[src/rtl/display_list_pingpong.sv]
`default_nettype none
// ============================================================================
// Module      : display_list_pingpong
// Description : Ping-pong bank arbiter for the display-list shared RAM. The
//               physics beta (host) builds the next frame in one bank while
//               the laser beta (client) scans the other. A commit/done
//               handshake, backed by a watchdog, decides when the banks swap.
//
// Ports       : clk, resetn          - clock, synchronous active-low reset
//               host_addr/host_we    - host word address and write request
//               host_commit          - strobe: host finished a frame
//               client_addr          - client word address
//               client_done          - strobe: client finished scanning
//               host_ram_addr/_we    - {bank, addr} and gated write to RAM
//               client_ram_addr      - {~bank, addr} to RAM client port
//               host_busy            - a commit is outstanding
//               swap_irq             - one-cycle pulse: new frame live
//               frame_count          - completed swaps (wraps)
//               replay_count         - done strobes with no new frame (wraps)
//               timeout_count        - forced swaps (saturates at 255)
//
// Revision    : 1.0 - initial release
// ============================================================================
module display_list_pingpong #(
    parameter int          ADDR_BITS = 10,
    parameter logic [23:0] TIMEOUT   = 24'd500000
) (
    input  logic                 clk,
    input  logic                 resetn,
    input  logic [ADDR_BITS-1:0] host_addr,
    input  logic                 host_we,
    input  logic                 host_commit,
    input  logic [ADDR_BITS-1:0] client_addr,
    input  logic                 client_done,
    output logic [ADDR_BITS:0]   host_ram_addr,
    output logic                 host_ram_we,
    output logic [ADDR_BITS:0]   client_ram_addr,
    output logic                 host_busy,
    output logic                 swap_irq,
    output logic [15:0]          frame_count,
    output logic [15:0]          replay_count,
    output logic [7:0]           timeout_count
);

    localparam int                 c_WD_BITS = $clog2(TIMEOUT);
    localparam logic [c_WD_BITS-1:0] c_WD_LAST = c_WD_BITS'(TIMEOUT - 24'd1);

    typedef enum logic [1:0] {
        ST_IDLE    = 2'd0,
        ST_PENDING = 2'd1,
        ST_SWAP    = 2'd2
    } state_t;

    state_t                 r_state;
    state_t                 w_next_state;
    logic                   r_host_bank;
    logic [c_WD_BITS-1:0]   r_watchdog;
    logic [15:0]            r_frame_count;
    logic [15:0]            r_replay_count;
    logic [7:0]             r_timeout_count;
    logic                   w_forced;
    logic                   w_replay;

    // Next-state logic. A client_done arriving together with the last
    // watchdog cycle counts as a normal swap, not a forced one.
    always_comb begin
        w_next_state = r_state;
        w_forced     = 1'b0;
        w_replay     = 1'b0;
        case (r_state)
            ST_IDLE: begin
                if (host_commit && client_done) begin
                    w_next_state = ST_SWAP;
                end else if (host_commit) begin
                    w_next_state = ST_PENDING;
                end else if (client_done) begin
                    w_replay = 1'b1;
                end
            end
            ST_PENDING: begin
                if (client_done) begin
                    w_next_state = ST_SWAP;
                end else if (r_watchdog == c_WD_LAST) begin
                    w_next_state = ST_SWAP;
                    w_forced     = 1'b1;
                end
            end
            ST_SWAP: begin
                w_next_state = ST_IDLE;
            end
            default: begin
                w_next_state = ST_IDLE;
            end
        endcase
    end

    always_ff @(posedge clk) begin
        if (!resetn) begin
            r_state         <= ST_IDLE;
            r_host_bank     <= 1'b0;
            r_watchdog      <= '0;
            r_frame_count   <= 16'd0;
            r_replay_count  <= 16'd0;
            r_timeout_count <= 8'd0;
        end else begin
            r_state <= w_next_state;

            // Held at zero outside PENDING, so it is clear on every entry.
            if (r_state == ST_PENDING) begin
                r_watchdog <= r_watchdog + c_WD_BITS'(1);
            end else begin
                r_watchdog <= '0;
            end

            if (r_state == ST_SWAP) begin
                r_host_bank   <= ~r_host_bank;
                r_frame_count <= r_frame_count + 16'd1;
            end

            if (w_replay) begin
                r_replay_count <= r_replay_count + 16'd1;
            end

            if (w_forced && (r_timeout_count != 8'hFF)) begin
                r_timeout_count <= r_timeout_count + 8'd1;
            end
        end
    end

    // Address muxing stays combinational so the beta memory path sees no
    // added latency; the two ports are always on opposite banks.
    assign host_busy       = (r_state != ST_IDLE);
    assign swap_irq        = (r_state == ST_SWAP);
    assign host_ram_addr   = {r_host_bank, host_addr};
    assign client_ram_addr = {~r_host_bank, client_addr};
    assign host_ram_we     = host_we & ~host_busy;
    assign frame_count     = r_frame_count;
    assign replay_count    = r_replay_count;
    assign timeout_count   = r_timeout_count;

endmodule
`default_nettype wire

[config.mk]
export PLATFORM = sky130hd
export DESIGN_NAME = display_list_pingpong
export DESIGN_NICKNAME = d
export VERILOG_FILES = /design/src/rtl/display_list_pingpong.sv
export SDC_FILE = /design/constraint.sdc
export NUM_CORES = 1
export LEC_CHECK = 0
export ABC_AREA = 1
export ABC_CLOCK_PERIOD_IN_PS = 1720
export CAP_MARGIN = 20
export CORE_ASPECT_RATIO = 0.8
export CORE_MARGIN = 2
export CORE_UTILIZATION = 30
export CTS_CLUSTER_SIZE = 8
export DETAILED_ROUTE_END_ITERATION = 16
export SLEW_MARGIN = 40
export SYNTH_ARGS = -nofsm -noshare
export SYNTH_HDL_FRONTEND = slang
export SYNTH_SLANG_ARGS = --single-unit
[constraint.sdc]
create_clock -name clk -period 1.72 [get_ports clk]
set_input_delay 0.43 -clock clk [delete_from_list [all_inputs] [get_ports clk]]
set_output_delay 0.43 -clock clk [all_outputs]
set_load 0.05 [all_outputs]
==> qor.log <==
qor: outcome.run_status finished, final reports clean
qor: logic_synthesis.synth.area.mux_share 0%
qor: route.route.vias.total 3064
qor: critical_path.cpPeakStageDelay 350 ps
qor: grt.grt_max_degree 30
qor: logic_synthesis.synth_top_family_by_area simple AND/OR/NAND/NOR gates
qor: pwr.power.static_leakage 0.00178 uW
qor: cts.cts_htree_levels 3
qor: sta.unrepaired_setup_endpoints_after_global_routing no
qor: critical_path.crit_required 1290 ps
qor: logic_synthesis.yosys.area_share.adder 1.53%
qor: route.detail_route.iter0.violations 171
qor: critical_path.worstReg2RegEnd r_watchdog[18]$_SDFF_PN0_
qor: logic_synthesis.share_of_the_synthesized_area_in_compound_gates_ao_oa_aoi_oai 9.02%
qor: logic_synthesis.synth_area_per_cell 6.76 sq um
qor: route.detailedRoute.firstPassIterationCount 4
qor: route.antenna_violating_nets_post_route 0
qor: pwr.pwr_density_cell 763 nW/um^2
qor: logic_synthesis.share_of_flip_flops_with_an_asynchronous_set_or_reset 0%
qor: logic_synthesis.area_share_of_xor_xnor_cells_in_the_synthesized_design 1.61%
qor: grt.grtUsageTotal 13.8%
qor: grt.grt_first_pass_wirelength 13.4 mm
qor: die.rows 34
qor: die.fp.dieW 121 microns
qor: route.vias_per_cell 4.49
qor: critical_path.cpMaxStageDelayCell sky130_fd_sc_hd__dfxtp_2
qor: sta.setup_viol_count_final 0
qor: layout.antenna-diode-count 0
qor: critical_path.startpoint_type flip-flop
qor: sta.hold-worst-slack 473 ps
qor: critical_path.end_kind primary output
qor: cts.clk_pin_slew 50 ps
qor: layout.layout_common_cells sky130_fd_sc_hd__nand2_1 (94), sky130_fd_sc_hd__nor2_1 (81), sky130_fd_sc_hd__inv_1 (69), sky130_fd_sc_hd__dfxtp_1 (61), sky130_fd_sc_hd__buf_4 (38)
qor: cts.cts_tree yes
qor: route.detail_route.drc_violations 0
qor: sta.fin_skew 4.94 ps
qor: sta.finalWorstSetupSlack 91.3 ps
qor: critical_path.critPathCapture host_ram_we
qor: worst_hold_path.min_path_type reg -> reg
qor: die.core 10700 sq um
qor: cts.worst_skew_pair_later_pin_latency 320 ps
qor: critical_path.ff2ff_setup_slack 160 ps
qor: layout.fraction_of_layout_cells_with_a_size_suffix_above_1 19.5%
qor: sta.final_min_period_over_clock_period 94.7%
qor: layout.area_growth_syn_to_layout 36.1%
qor: critical_path.critical_path_arrival 1200 ps
qor: critical_path.timing.reg2reg.worst_path_depth 7
qor: route.postRouteWirelength 7.63 mm
qor: logic_synthesis.yosysSeqAreaShare 38.1%
qor: logic_synthesis.mappedNetlistArea 3260 sq um
qor: layout.layout.nets 565
qor: logic_synthesis.synth_simple_gate_area_share 36.0%
qor: cts.tritoncts.num_buffers 9
qor: cts.cts_max_path_buffers 2
qor: grt.first_global_vias 2979
qor: critical_path.timing.critical_path.cells nor2_4 > inv_1 > nor2_2 > buf_12
qor: sta.slew_headroom 76.9%
qor: logic_synthesis.synth.ff_latch_count 62
qor: critical_path.path_max_fanout 4
qor: die.floorplan.initialDensity 30.4%
qor: die.floorplan.die_area 11700 sq um
qor: critical_path.crit_start r_state[0]$_SDFFE_PN0P_
qor: layout.layout_commonest_cell sky130_fd_sc_hd__nand2_1
qor: cts.cts_hold_buffers 0
qor: logic_synthesis.synth_enable_flop_cells 0
qor: logic_synthesis.syn-num-nets 511
qor: logic_synthesis.syn_inst_count 482
qor: sta.final.min_clock_period 1630 ps
qor: place.place_ws -142 ps
qor: logic_synthesis.ys.warnings.count 0
qor: cts.clockRootBuffer sky130_fd_sc_hd__clkbuf_16
qor: pwr.worst_ir_drop_vdd 0.369 mV
qor: logic_synthesis.synth_cell_types 32
qor: cts.cts.sink_count 62
qor: route.wl_per_cell 11.2 microns
qor: critical_path.regToRegStartpoint r_watchdog[0]$_SDFF_PN0_
qor: grt.number_of_antenna_violations_at_the_first_check_in_global_routing 0
qor: sta.max_clock_freq 614 MHz
qor: die.dieHeight 97.2 microns
qor: sta.timing.final.hold_violations 0
qor: place.place_hpwl 5.72 mm
qor: place.gp_congestion 0.857
qor: grt.grt_overflow 0
qor: run.maxCapViolations 0
qor: sta.drv_slew 0
qor: logic_synthesis.synth_ff_type sky130_fd_sc_hd__dfxtp_1
qor: die.num_io_pins 90
qor: critical_path.timing_worst_setup_path_type reg -> out
qor: sta.worst-slew-pin-transition 344 ps
qor: place.port_buffers 49
## synth_stat cells, types with 3 or more instances
library cell / count / area (sq um)
sky130_fd_sc_hd__ha_1: 4 / 50.1
sky130_fd_sc_hd__nand3_2: 4 / 40.0
sky130_fd_sc_hd__xor2_1: 5 / 43.8
sky130_fd_sc_hd__inv_1: 69 / 259
sky130_fd_sc_hd__nor2_1: 83 / 312
sky130_fd_sc_hd__o21ai_0: 19 / 95.1
sky130_fd_sc_hd__nand3_1: 23 / 115
sky130_fd_sc_hd__o21ai_1: 4 / 20.0
sky130_fd_sc_hd__a21oi_1: 30 / 150
sky130_fd_sc_hd__nor2_2: 4 / 25.0
sky130_fd_sc_hd__nand4_1: 7 / 43.8
sky130_fd_sc_hd__dfxtp_1: 62 / 1240
sky130_fd_sc_hd__nand2_1: 94 / 353
sky130_fd_sc_hd__nor3_1: 22 / 110
sky130_fd_sc_hd__nor2_4: 7 / 78.8
sky130_fd_sc_hd__clkbuf_1: 4 / 15.0
sky130_fd_sc_hd__nor3_2: 3 / 30.0
sky130_fd_sc_hd__buf_4: 21 / 158
sky130_fd_sc_hd__nor3b_1: 3 / 22.5
## how the worst min path moves through the flow
| stage | slack, ps | cells past startpoint | start | to |
|---|---|---|---|---|
| finish | 470 | 1 | r_watchdog[0]$_SDFF_PN0_ | r_watchdog[0]$_SDFF_PN0_ |
| global route | 490 | 1 | r_watchdog[0]$_SDFF_PN0_ | r_watchdog[0]$_SDFF_PN0_ |
| CTS | 470 | 1 | r_watchdog[0]$_SDFF_PN0_ | r_watchdog[0]$_SDFF_PN0_ |
| detailed placement | 450 | 1 | r_watchdog[0]$_SDFF_PN0_ | r_watchdog[0]$_SDFF_PN0_ |
| global placement | 450 | 1 | r_watchdog[0]$_SDFF_PN0_ | r_watchdog[0]$_SDFF_PN0_ |
| floorplan | 430 | 1 | r_watchdog[0]$_SDFF_PN0_ | r_watchdog[0]$_SDFF_PN0_ |
## power by group
group	total (uW)	internal, uW	switching, uW
combinational	271	111	160
sequential	1470	1450	14.2
clock	1650	1070	575
## kinds of logic (layout without fill, tap and decap cells)
logic type,count (synthesis),after routing
fa+ha+maj,4,4
flops,62,62
simple gates,255,255
compound gates,57,57
buf+inv,98,155
xor+xnor,6,6
## metal layers
metal / global-route usage (%) / routed length [microns]
met1: 17.6 / 3690
met2: 21.9 / 3480
met3: 3.58 / 330
met4: 5.81 / 136
met5: 0 / 0
## metrics by stage
| step | TNS [ps] | power, uW | std cells | cell area (sq um) | util [%] |
|---|---|---|---|---|---|
| 3_3_place_gp | -721 | 1760 | 668 | 4120 | 38.5 |
| 2_1_floorplan | 0 | 1760 | 482 | 3260 | - |
| 4_1_cts | 0 | 3420 | 682 | 4400 | 41.1 |
| 3_5_place_dp | -1380 | 1760 | 668 | 4120 | 38.5 |
| 6_report | 0 | 3390 | 683 | 4440 | 41.4 |
| 5_1_grt | 0 | 3510 | 683 | 4440 | 41.4 |
## state kept, by name, summed over array words and instances, names as in the netlist
| register | cells |
|---|---|
| r_watchdog | 19 |
| r_host_bank | 1 |
| replay_count | 16 |
| timeout_count | 8 |
| r_state | 2 |
| frame_count | 16 |
## timing repair
action,CTS,global route
pin swaps,0,2
gates resized for setup,1,6
buffers inserted,0,1
setup endpoints to repair,1,8
## critical path: cells and delay by family (launching register included)
kind	cells	cell delay (ps)
buf+inv	2	250
flops	1	350
simple gates	2	280
## area by class of cell
cell class,count,area (sq um)
Clock inverter,1,5.00
Multi-Input combinational cell,322,1600
Tap cell,144,180
Clock buffer,13,270
Fill cell,1071,6280
Timing Repair Buffer,69,866
Sequential cell,62,1240
Inverter,72,272
Note: power is estimated with default switching activity, not from simulation.
